**src/rtl/alu_ctrl_seq_pkg.sv**
```systemverilog
// Shared types for the alu control sequencer.
// FSM states, instruction classes, jump condition codes, HALT encoding.
package ctrl_seq_pkg;

  typedef enum logic [2:0] {
    ST_IDLE,
    ST_FETCH,
    ST_DECODE,
    ST_EXEC,
    ST_HALTED
  } state_t;

  typedef enum logic [1:0] {
    CL_ALU,
    CL_LOADI,
    CL_JMP
  } iclass_t;

  localparam logic [1:0] CC_Z  = 2'b00;
  localparam logic [1:0] CC_NZ = 2'b01;
  localparam logic [1:0] CC_C  = 2'b10;
  localparam logic [1:0] CC_AL = 2'b11;

  localparam logic [7:0] HALT_INSTR = 8'hFF;

  function automatic iclass_t get_class(
    input logic [7:0] ir
  );
    iclass_t c;
    c = CL_ALU;
    unique case (1'b1)
      !ir[7]:            c = CL_ALU;
      ir[7] && !ir[6]:   c = CL_LOADI;
      default:           c = CL_JMP;
    endcase
    return c;
  endfunction

endpackage

```
**src/rtl/alu_ctrl_seq_if.sv**
```systemverilog
// Sequencer <-> alu bundle: operands and control out, result and flags back.
// master = sequencer side, slave = alu side.
interface alu_ctrl_seq_if;

  logic [3:0] alu_a;
  logic [3:0] alu_b;
  logic [1:0] alu_op;
  logic       alu_l;
  logic [3:0] alu_r;
  logic       alu_zero;
  logic       alu_carry;
  logic       alu_sign;

  modport master (
    output alu_a, alu_b, alu_op, alu_l,
    input  alu_r, alu_zero, alu_carry, alu_sign
  );

  modport slave (
    input  alu_a, alu_b, alu_op, alu_l,
    output alu_r, alu_zero, alu_carry, alu_sign
  );

endinterface

```
**src/rtl/alu_ctrl_seq_regfile.sv**
```systemverilog
// 4x4-bit register file: two async read ports, one debug read port,
// one synchronous write port, synchronous active-high reset to zero.
module regfile4x4 (
  input  logic       clk,
  input  logic       reset,
  input  logic [1:0] ra_sel,
  output logic [3:0] ra_data,
  input  logic [1:0] rb_sel,
  output logic [3:0] rb_data,
  input  logic [1:0] dbg_sel,
  output logic [3:0] dbg_data,
  input  logic       we,
  input  logic [1:0] wsel,
  input  logic [3:0] wdata
);

  logic [3:0] rf_q [4];
  logic [3:0] rf_d [4];

  assign ra_data  = rf_q[ra_sel];
  assign rb_data  = rf_q[rb_sel];
  assign dbg_data = rf_q[dbg_sel];

  always_comb begin
    rf_d = rf_q;
    if (we) rf_d[wsel] = wdata;
  end

  always_ff @(posedge clk) begin
    if (reset) begin
      rf_q <= '{default: '0};
    end else begin
      rf_q <= rf_d;
    end
  end

endmodule

```
**src/rtl/alu_ctrl_seq.sv**
```systemverilog
// Multicycle FETCH/DECODE/EXEC sequencer driving an external 4-bit alu.
// Ports: clk/reset, start, ROM pc/instr, alu bundle, flags, busy/halted, debug read.
module alu_ctrl_seq
  import ctrl_seq_pkg::*;
#(
  parameter int PC_W = 6
) (
  input  logic            clk,
  input  logic            reset,
  input  logic            start,
  output logic [PC_W-1:0] pc,
  input  logic [7:0]      instr,
  alu_ctrl_seq_if.master  alu,
  output logic            flag_z,
  output logic            flag_c,
  output logic            flag_s,
  output logic            busy,
  output logic            halted,
  input  logic [1:0]      dbg_sel,
  output logic [3:0]      dbg_data
);

  state_t          state_q, state_d;
  logic [PC_W-1:0] pc_q, pc_d;
  logic [7:0]      ir_q, ir_d;
  logic            fz_q, fz_d;
  logic            fc_q, fc_d;
  logic            fs_q, fs_d;
  logic            busy_q, busy_d;
  logic            halted_q, halted_d;

  logic            we;
  logic [1:0]      wsel;
  logic [3:0]      wdata;
  logic [3:0]      ra_data;
  logic [3:0]      rb_data;
  logic            cond_ok;
  logic [PC_W-1:0] off;
  iclass_t         cls;

  localparam logic [PC_W-1:0] PC_ONE =
    {{(PC_W-1){1'b0}}, 1'b1};

  regfile4x4 u_rf (
    .clk      (clk),
    .reset    (reset),
    .ra_sel   (ir_q[3:2]),
    .ra_data  (ra_data),
    .rb_sel   (ir_q[1:0]),
    .rb_data  (rb_data),
    .dbg_sel  (dbg_sel),
    .dbg_data (dbg_data),
    .we       (we),
    .wsel     (wsel),
    .wdata    (wdata)
  );

  assign cls = get_class(ir_q);
  // Jump offset is 4-bit signed, added to the already-incremented PC.
  assign off = {{(PC_W-4){ir_q[3]}}, ir_q[3:0]};

  always_comb begin
    cond_ok = 1'b0;
    unique case (ir_q[5:4])
      CC_Z:    cond_ok = fz_q;
      CC_NZ:   cond_ok = !fz_q;
      CC_C:    cond_ok = fc_q;
      CC_AL:   cond_ok = 1'b1;
      default: cond_ok = 1'b0;
    endcase
  end

  always_comb begin
    state_d    = state_q;
    pc_d       = pc_q;
    ir_d       = ir_q;
    fz_d       = fz_q;
    fc_d       = fc_q;
    fs_d       = fs_q;
    busy_d     = busy_q;
    halted_d   = halted_q;
    we         = 1'b0;
    wsel       = 2'b00;
    wdata      = 4'h0;
    alu.alu_a  = 4'h0;
    alu.alu_b  = 4'h0;
    alu.alu_op = 2'b00;
    alu.alu_l  = 1'b0;
    unique case (state_q)
      ST_IDLE, ST_HALTED: begin
        if (start) begin
          state_d  = ST_FETCH;
          pc_d     = '0;
          busy_d   = 1'b1;
          halted_d = 1'b0;
        end
      end
      ST_FETCH: begin
        state_d = ST_DECODE;
      end
      ST_DECODE: begin
        state_d = ST_EXEC;
        ir_d    = instr;
        pc_d    = pc_q + PC_ONE;
      end
      ST_EXEC: begin
        if (ir_q == HALT_INSTR) begin
          state_d  = ST_HALTED;
          busy_d   = 1'b0;
          halted_d = 1'b1;
        end else begin
          state_d = ST_FETCH;
          unique case (cls)
            CL_ALU: begin
              alu.alu_a  = ra_data;
              alu.alu_b  = rb_data;
              alu.alu_op = ir_q[5:4];
              alu.alu_l  = ir_q[6];
              we         = 1'b1;
              wsel       = ir_q[3:2];
              wdata      = alu.alu_r;
              fz_d       = alu.alu_zero;
              fc_d       = alu.alu_carry;
              fs_d       = alu.alu_sign;
            end
            CL_LOADI: begin
              we    = 1'b1;
              wsel  = ir_q[1:0];
              wdata = ir_q[5:2];
            end
            default: begin
              if (cond_ok) pc_d = pc_q + off;
            end
          endcase
        end
      end
      default: begin
        state_d = ST_IDLE;
      end
    endcase
  end

  always_ff @(posedge clk) begin
    if (reset) begin
      state_q  <= ST_IDLE;
      pc_q     <= '0;
      ir_q     <= 8'h00;
      fz_q     <= 1'b0;
      fc_q     <= 1'b0;
      fs_q     <= 1'b0;
      busy_q   <= 1'b0;
      halted_q <= 1'b0;
    end else begin
      state_q  <= state_d;
      pc_q     <= pc_d;
      ir_q     <= ir_d;
      fz_q     <= fz_d;
      fc_q     <= fc_d;
      fs_q     <= fs_d;
      busy_q   <= busy_d;
      halted_q <= halted_d;
    end
  end

  assign pc     = pc_q;
  assign flag_z = fz_q;
  assign flag_c = fc_q;
  assign flag_s = fs_q;
  assign busy   = busy_q;
  assign halted = halted_q;

endmodule

```
**src/flat_wrapper.sv**
```systemverilog
// flat-port wrapper written by rule: the top's interface ports become plain ports
module alu_ctrl_seq_flat import ctrl_seq_pkg::*;
#(
  parameter int PC_W = 6
)
  (clk, reset, start, pc, instr, flag_z, flag_c, flag_s, busy, halted, dbg_sel, dbg_data, alu_alu_a, alu_alu_b, alu_alu_op, alu_alu_l, alu_alu_r, alu_alu_zero, alu_alu_carry, alu_alu_sign);
  alu_ctrl_seq_if alu_i ();
  input  logic clk;
  input  logic reset;
  input  logic start;
  output logic [PC_W-1:0] pc;
  input  logic [7:0] instr;
  output logic flag_z;
  output logic flag_c;
  output logic flag_s;
  output logic busy;
  output logic halted;
  input  logic [1:0] dbg_sel;
  output logic [3:0] dbg_data;
  output wire logic [$bits(alu_i.alu_a)-1:0] alu_alu_a;
  output wire logic [$bits(alu_i.alu_b)-1:0] alu_alu_b;
  output wire logic [$bits(alu_i.alu_op)-1:0] alu_alu_op;
  output wire logic [$bits(alu_i.alu_l)-1:0] alu_alu_l;
  input wire logic [$bits(alu_i.alu_r)-1:0] alu_alu_r;
  input wire logic [$bits(alu_i.alu_zero)-1:0] alu_alu_zero;
  input wire logic [$bits(alu_i.alu_carry)-1:0] alu_alu_carry;
  input wire logic [$bits(alu_i.alu_sign)-1:0] alu_alu_sign;
  assign alu_alu_a = alu_i.alu_a;
  assign alu_alu_b = alu_i.alu_b;
  assign alu_alu_op = alu_i.alu_op;
  assign alu_alu_l = alu_i.alu_l;
  assign alu_i.alu_r = alu_alu_r;
  assign alu_i.alu_zero = alu_alu_zero;
  assign alu_i.alu_carry = alu_alu_carry;
  assign alu_i.alu_sign = alu_alu_sign;
  alu_ctrl_seq #(.PC_W(PC_W)) u_core (.clk(clk), .reset(reset), .start(start), .pc(pc), .instr(instr), .alu(alu_i), .flag_z(flag_z), .flag_c(flag_c), .flag_s(flag_s), .busy(busy), .halted(halted), .dbg_sel(dbg_sel), .dbg_data(dbg_data));
endmodule
```
**config.mk**
```make
export PLATFORM = sky130hd
export DESIGN_NAME = alu_ctrl_seq_flat
export DESIGN_NICKNAME = d
export VERILOG_FILES = /design/src/rtl/alu_ctrl_seq_pkg.sv /design/src/rtl/alu_ctrl_seq_if.sv /design/src/rtl/alu_ctrl_seq_regfile.sv /design/src/rtl/alu_ctrl_seq.sv /design/src/flat_wrapper.sv
export SDC_FILE = /design/constraint.sdc
export NUM_CORES = 1
export LEC_CHECK = 0
export CAP_MARGIN = 20
export CORE_UTILIZATION = 45
export DETAILED_ROUTE_END_ITERATION = 8
export GPL_TIMING_DRIVEN = 0
export HOLD_SLACK_MARGIN = 0.05
export PLACE_DENSITY = 0.84
export SETUP_SLACK_MARGIN = 0.4
export SLEW_MARGIN = 15
export SYNTH_ARGS = -nofsm -noshare
export SYNTH_HDL_FRONTEND = slang
export SYNTH_HIERARCHICAL = 1
export SYNTH_SLANG_ARGS = --single-unit
```
**constraint.sdc**
```tcl
create_clock -name clk -period 2.2 [get_ports clk]
set_input_delay 0.22 -clock clk [delete_from_list [all_inputs] [get_ports clk]]
set_output_delay 0.22 -clock clk [all_outputs]
set_load 0.1 [all_outputs]
```
## Word level (Yosys, flattened, before mapping)

Index checks and enable logic that the tools add are counted.
Widths: inputs -> output; s select.

| word-level totals | value |
|---|---|
| input port bits | 20 |
| output and inout bits | 26 |
| logic and storage cells | 102 |
| flip-flop bits (word level) | 38 |

| operators by class | value |
|---|---|
| bitwise gates (word level) | 5 |
| reductions and logical operators | 15 |
| equal/unequal tests | 14 |
| $lt $le $gt $ge | 5 |
| add/sub/neg operators | 2 |
| mux-type cells | 49 |

Operator list:

| operator | count |
|---|---|
| $mux 4 | 15 |
| $bmux 4 s2 | 3 |
| $mux 6 | 4 |
| $pmux 6 s3 | 1 |
| $bwmux 16 | 1 |
| $ge 3x3->1 const B | 4 |
| $not 2->3 | 4 |
| $pmux 3 s4 | 1 |
| $mux 1 | 10 |
| $mux 2 | 5 |
| $demux 4 s2 | 1 |
| $eq 8x8->1 const B | 1 |
| $pmux 2 s2 | 2 |
| $pmux 4 s2 | 1 |
| $add 6x1->6 const B | 1 |
| $add 6x6->6 | 1 |
| $eq 3x2->1 const B | 2 |
| $mux 3 | 2 |
| $ne 2x2->1 const B | 3 |
| $reduce_and 3->1 | 2 |
| $reduce_and 5->1 | 1 |
| $eq 2x1->1 const B | 2 |
| $eq 2x2->1 const B | 2 |
| $logic_not 2->1 | 2 |
| other kinds (13) | 19 |

## Logic depth before layout (Yosys ltp)

Gate-level depths: netlist (run 1).

| depth | value |
|---|---|
| word-level depth | 13 |
| mapped depth | 10 |
| mapped depth without buffers | 9 |

## Cells and area by module

The synthesis (run 1) kept the hierarchy.

Modules (own cells, without submodules):

| module | cells each | area each (sq um) | sequential area each (sq um) | instances |
|---|---|---|---|---|
| alu_ctrl_seq | 168 | 1336.3 | 440.4 | 1 |
| regfile4x4 | 70 | 952.2 | 320.3 | 1 |

## Least setup slack after synthesis (run 1)

Ideal clock, no wire load.

| timing path | value |
|---|---|
| kind | register to register |
| start point | register u_core.state_q[0] |
| end point | register u_core.pc_q[4], in the netlist u_core/pc[4] |
| arrival | 2.358 ns |
| data required time | 2.130 ns |
| period minus slack after synthesis | 2.428 ns |
| path buffers | 1 |
| setup slack | -0.228 ns |
| setup time | 0.070 ns |
| cell stages (with the launch flop) | 11 |
| cell sequence | dfxtp_1 -> nand3b_1 -> clkbuf_1 -> or2_2 -> ha_1 -> fa_1 -> a21o_1 -> a21oi_1 -> xnor2_1 -> nand3_1 -> a21oi_1 |

| between the ends | value |
|---|---|
| word-level cells in the longest chain between the ends | 4 |
| elaborated cells on any way between the ends | 12 |
| those cells by class | eq/ne: 7; mux: 1; reduce/logical: 4 |

Ends and longest elaborated chain:

| what | line | RTL |
|---|---|---|
| from (decl) | alu_ctrl_seq.sv:23 | `state_t state_q, state_d;` |
| from (signal assigned) | alu_ctrl_seq.sv:154 | `state_q <= state_d;` |
| $eq 3x3->1 / $logic_not 3->1 (equally long branches) | alu_ctrl_seq.sv:89 | `unique case (state_q)` |
| $reduce_or 2->1 | alu_ctrl_seq.sv:89 |  |
| $ne 2x2->1 (no source line) / $reduce_bool 3->1 (equally long branches) | -- |  |
| $reduce_and 5->1 (no source line) | -- |  |
| to (signal assigned) | alu_ctrl_seq.sv:155 | `pc_q <= pc_d;` |
| to (decl) | alu_ctrl_seq.sv:24 | `logic [PC_W-1:0] pc_q, pc_d;` |

Parallel ways exist; a longest one is shown, timed or not.
A chain may end at the register's enable or synchronous reset.

## Final worst setup path (run 1)

| timing path | value |
|---|---|
| start point | register u_core.state_q[2] |
| end point | register u_core.pc_q[4], in the netlist u_core/pc[4] |

Same word-level chain as after synthesis.

==> impl_metrics.ini, run 1 <==
[route]
dr.first_iter.drc_count = 160
dr.pass1.iters = 4
via_per_inst = 5.64
vias = 2074
ant_nets = 0
drc_errors = 0
wire_per_inst_um = 16.6
wl_um = 6120

[final_layout]
nets = 326
syn_to_final_growth_pct = 36.5
finalInstanceArea_um2 = 3120
final_common_cell = nand2b_1
fin_cells = 368
final_cell_mix = nand2b_1, dfxtp_1, buf_4
drive_gt1_share_pct = 30.2
diodes = 0

[setup_path]
cp.arrival_ns = 2.51
worstSetupEndpointType = flop
startpoint = u_core/state_q[2]
worstSetupPathType = reg -> reg
path_max_fanout = 4
r2r_start = u_core/state_q[2]
critPathRequiredTime_ns = 2.41
critPathLaunchType = flop

[floorplan]
die_y_um = 73.3
io_pins = 46
die_area_um2 = 5370
start_util_pct = 47.5
die_w_um = 73.3
row_count = 25
coreArea_um2 = 4820

[sta]
slew_violations = 0
finalWorstSetupSlack_ns = -0.101
finalCritPeriodShare_pct = 105
finalHoldViolations = 0
setup_viol = 2
rsz0062_at_grt = true
skew_ns = 0.00463
relSlewSlack_pct = 36.4
fmaxAchievable_mhz = 435
worstMarginPinSlew_ns = 0.957
period_minus_slack_ns = 2.30

[place]
dpl.hpwl_um = 4190
place_inst = 350
place_area_um2 = 2890
numPortBuffers = 45
gp_congestion = 0.837

[hold_path]
min_from = instr[1]
hold_path.class = in -> reg

[synthesis]
ys_seq_area_share_pct = 33.2
synthArstFlopShare_pct = 0
netlist_area_um2 = 2290
netlist_instances = 238
syn_nets = 264
yosys_warnings = 6
synth-edff-count = 0
synthFlopType = dfxtp_1
synth.avg_cell_area_um2 = 9.62
synth_cell_type_count = 38
synth_seq_cells = 38

[cts]
htreeDepth = 2
root_buffer = clkbuf_8
cts_buffers = 5
cts_tree = done
clock_path_buffers = 2
path_clk_slew_ns = 0.07
insertion_delay_ns = 0.29
hold_buffers = 0
cts.sinks = 38

[global_routing]
antenna_found_initial = 0
grt.overflow.total = 0
grt_pass1_vias = 2000
grt_first_pass_wirelength_um = 9340
grt_usage_pct = 22.9
grt_max_degree = 13

[power_and_ir_drop]
ir_drop_mv = 0.444
p_leak_nw = 1.41
power.density_nw_per_um2 = 554

[run_status]
outcome = finished, violations left
violations = negative setup slack

[job]
maxCapViolations = 0
[logic make-up after synthesis]
logic type,synth area share (%)
compound gates,12.6
buf+inv,2.68
xor+xnor,1.53
flops,33.2
fa+ha+maj,3.61
simple gates,25.6
mux,20.7
[synthesized netlist by cell type (2+ instances only)]
| cell | count | area [um2] |
|---|---|---|
| dfxtp_1 | 38 | 761 |
| nand2b_1 | 32 | 200 |
| a21oi_1 | 26 | 130 |
| mux2i_1 | 18 | 180 |
| nand2_1 | 14 | 52.6 |
| o21ai_0 | 13 | 65.1 |
| and2_1 | 12 | 75.1 |
| clkbuf_1 | 10 | 37.5 |
| nor2_1 | 8 | 30.0 |
| nand3b_1 | 7 | 52.6 |
| mux4_1 | 6 | 158 |
| mux4_2 | 6 | 135 |
| nand3_1 | 6 | 30.0 |
| ha_1 | 5 | 62.6 |
| a211oi_1 | 3 | 22.5 |
| nor3_1 | 3 | 15.0 |
| xnor2_1 | 3 | 26.3 |
| a21o_1 | 2 | 15.0 |
| a31oi_1 | 2 | 12.5 |
| and3_1 | 2 | 12.5 |
| inv_1 | 2 | 7.51 |
| nand3b_2 | 2 | 22.5 |
| nor2b_1 | 2 | 12.5 |
| or3_1 | 2 | 12.5 |
[through the flow]
stage	power, mW	setup TNS (ns)	worst slack (ns)	util, %	hold WS, ns
after global routing	1.79	-0.566	-0.158	64.8	0.490
after global placement	1.10	-7.82	-0.587	59.9	0.453
final	1.73	-0.129	-0.101	64.8	0.474
after detailed placement	1.11	-8.34	-0.643	59.9	0.461
after CTS	1.71	-0.0664	-0.0664	63.0	0.468
after floorplan	0.998	0	0.0822	-	0.285
[layer usage]
metal,up-vias,wire [um],global-route usage [%]
met1,1006,2810,31.4
met5,-,0,0
met3,10,221,2.88
li1,989,-,-
met2,69,3010,37.3
met4,0,82,8.33
[worst paths after layout]
path	to	slack [ns]	cells after the start
min reg2reg	u_core/flag_s	0.48	2
max reg2reg	u_core/pc[4]	-0.10	10
min	u_core/ir_q[1]	0.47	3
max	u_core/pc[4]	-0.10	10
[registers in the layout, indices dropped and copies added (netlist names)]
| signal | count |
|---|---|
| u_core/busy | 1 |
| u_core/flag_c | 1 |
| u_core/state_q | 3 |
| u_core/flag_z | 1 |
| u_core/ir_q | 8 |
| u_core/pc | 6 |
| u_core/halted | 1 |
| u_core/u_rf/rf_q | 16 |
| u_core/flag_s | 1 |
[worst max-delay path, cell delays in order (launching register included)]
cell	delay [ns]
dfxtp_4	0.34
nand3b_1	0.25
clkbuf_8	0.20
or2_4	0.23
ha_4	0.17
fa_2	0.37
a21o_1	0.19
a21oi_2	0.15
xnor2_1	0.13
nand3_1	0.10
a21oi_2	0.11
[final cells by class]
cell class              count  area (um2)
fillers                   380        1690
multi-input cells         186        1590
flip-flops and latches     38         787
repair buffers             55         468
well taps                  67        83.8
plain buffers              12        73.8
clock buffers               5        68.8
clock inverters             3        40.0
inverters                   2        7.51
[power by group]
part | internal, mW | switching (mW) | total [mW] | leakage [nW]
Clock | 0.334 | 0.249 | 0.583 | 0.0579
Combinational | 0.164 | 0.216 | 0.380 | 1.04
Sequential | 0.717 | 0.0507 | 0.767 | 0.315
Total | 1.21 | 0.516 | 1.73 | 1.41
[timing repair]
| action | CTS | global route |
|---|---|---|
| setup endpoints to repair | 47 | 34 |
| pin swaps | 10 | 3 |
| endpoints found under the hold margin | 0 | 0 |
| setup buffers | 6 | 4 |
| gates resized for setup | 119 | 15 |
(Power assumes the default switching activity.)
==> run 2, diff against run 1 <==
Settings changed: CORE_UTILIZATION 45 to 47, PLACE_DENSITY 0.84 to 0.87.
==> impl_metrics.ini, run 2 (synthesis gave the netlist of run 1 again) <==
[run_status]
outcome = finished, violations left
violations = design-rule violations, negative setup slack

[cts]
cts_buffers = 5
insertion_delay_ns = 0.30
htreeDepth = 2
cts_tree = done
cts.sinks = 38
path_clk_slew_ns = 0.08
root_buffer = clkbuf_8
clock_path_buffers = 2

[sta]
relSlewSlack_pct = 36.7
finalHoldViolations = 0
skew_ns = 0.00538
finalCritPeriodShare_pct = 102
slew_violations = 0
holdWs_ns = 0.466
period_minus_slack_ns = 2.25
setup_viol = 1
setup_tns_ns = -0.0455
finalWorstSetupSlack_ns = -0.0455
worstMarginPinSlew_ns = 0.953
fmaxAchievable_mhz = 445
rsz0062_at_grt = true

[floorplan]
die_area_um2 = 5150
start_util_pct = 48.8
die_y_um = 71.8
coreArea_um2 = 4690
die_w_um = 71.8
row_count = 25
io_pins = 46

[global_routing]
grt_first_pass_wirelength_um = 9940
grt_usage_pct = 25.7
grt_pass1_vias = 2003
antenna_found_initial = 0
grt_max_degree = 12
grt.overflow.total = 0

[final_layout]
multi_input_area_um2 = 1630
finalInstanceArea_um2 = 3410
diodes = 0
fin_cells = 368
seq_area_um2 = 788
final_cell_mix = nand2b_1, dfxtp_1, a21oi_1
nets = 339
largest_reg_flops = 16
syn_to_final_growth_pct = 49.0
drive_gt1_share_pct = 33.8
final_common_cell = nand2b_1
regMostFlops = u_core/u_rf/rf_q
fillCellCount = 301

[power_and_ir_drop]
ir_drop_mv = 0.358
power.density_nw_per_um2 = 495
p_leak_nw = 1.52

[place]
dpl.hpwl_um = 3990
place_inst = 337
numPortBuffers = 45
place_area_um2 = 2870
gp_congestion = 0.821

[route]
via_per_inst = 5.99
vias = 2203
wl_um = 6740
ant_nets = 0
dr.pass1.iters = 6
drc_errors = 2
wire_per_inst_um = 18.3
dr.first_iter.drc_count = 163

[setup_path]
critPathRequiredTime_ns = 2.42
path_max_fanout = 2
crit_buf_inv = 2
path_cells = nand3b_1 > clkbuf_8 > or2_4 > ha_4 > buf_6 > a211oi_4 > nor2_2 > mux2i_1 > or3_1 > a31oi_1
crit_family = simple AND/OR/NAND/NOR gates
worstSetupEndpointType = flop
cp.arrival_ns = 2.46
slowest_delay_ns = 0.35
critPathLaunchType = flop
worstSetupPathType = reg -> reg
slowest_stage = dfxtp_4

[job]
maxCapViolations = 0

[hold_path]
hold_path.class = in -> reg
==> run 2: changes by cell type in the layout (fill, tap and decap cells not counted), sizes merged <==
cell,before,now
clkbuf,14,16
dlymetal6s2s,0,1
clkdlybuf4s15,1,2
clkinv,2,1
dlygate4sd2,12,10
buf,28,41
bufinv,1,0
==> run 2: where the power goes <==
group / leakage [nW] / switching [mW] / internal [mW]
combinational: 1.15 / 0.226 / 0.188
sequential: 0.315 / 0.0500 / 0.717
clock: 0.0482 / 0.253 / 0.253
total: 1.52 / 0.528 / 1.16
==> run 2: per-stage QoR <==
stage / worst slack, ns / power [mW] / utilization (%)
floorplan: 0.0822 / 0.998 / -
global placement: -0.655 / 1.10 / 61.2
detailed placement: -0.681 / 1.11 / 61.2
CTS: 0.0529 / 1.65 / 69.7
global route: -0.162 / 1.76 / 72.7
finish: -0.0455 / 1.69 / 72.7
==> run 2: worst paths after layout <==
kind,slack [ns],startpoint,to,cells past startpoint
worst max-delay path,-0.05,u_core/state_q[2],u_core/pc[5],10
worst min-delay path,0.47,instr[1],u_core/ir_q[1],3
worst min register to register,0.49,u_core/pc[4],u_core/pc[4],2
worst max register to register,-0.05,u_core/state_q[2],u_core/pc[5],10
==> run 2: worst register-to-register path, cell delays in order (launching register included) <==
cell and delay, ns:
dfxtp_4 0.35, nand3b_1 0.21, clkbuf_8 0.17, or2_4 0.23, ha_4 0.17, buf_6 0.12
a211oi_4 0.21, nor2_2 0.08, mux2i_1 0.15, or3_1 0.33, a31oi_1 0.16
==> run 2: final cells by class <==
| type | instances | area share, % |
|---|---|---|
| Buffer | 12 | 2.46 |
| Clock buffer | 7 | 2.53 |
| Clock inverter | 1 | 0.147 |
| Inverter | 2 | 0.220 |
| Multi-Input combinational cell | 186 | 47.8 |
| Sequential cell | 38 | 23.1 |
| Tap cell | 54 | 1.98 |
| Timing Repair Buffer | 68 | 21.8 |
==> run 2: metal layers <==
| layer | track usage, % | wire, um |
|---|---|---|
| met1 | 34.9 | 2950 |
| met4 | 10.5 | 164 |
| met5 | 0 | 0 |
| met2 | 39.6 | 3190 |
| met3 | 6.05 | 435 |
==> run 2: what timing repair did <==
item,CTS,global route
hold buffers,0,0
buffers inserted,18,4
cloned,1,0
gates resized for setup,163,32
pin swaps,16,7
endpoints found under the setup margin,44,35
==> run 3, diff against run 2 <==
Settings changed: CTS_CLUSTER_DIAMETER from default to 50.
==> results of run 3 <==
No change in the layout: final DEF, timing and power equal those of run 2.
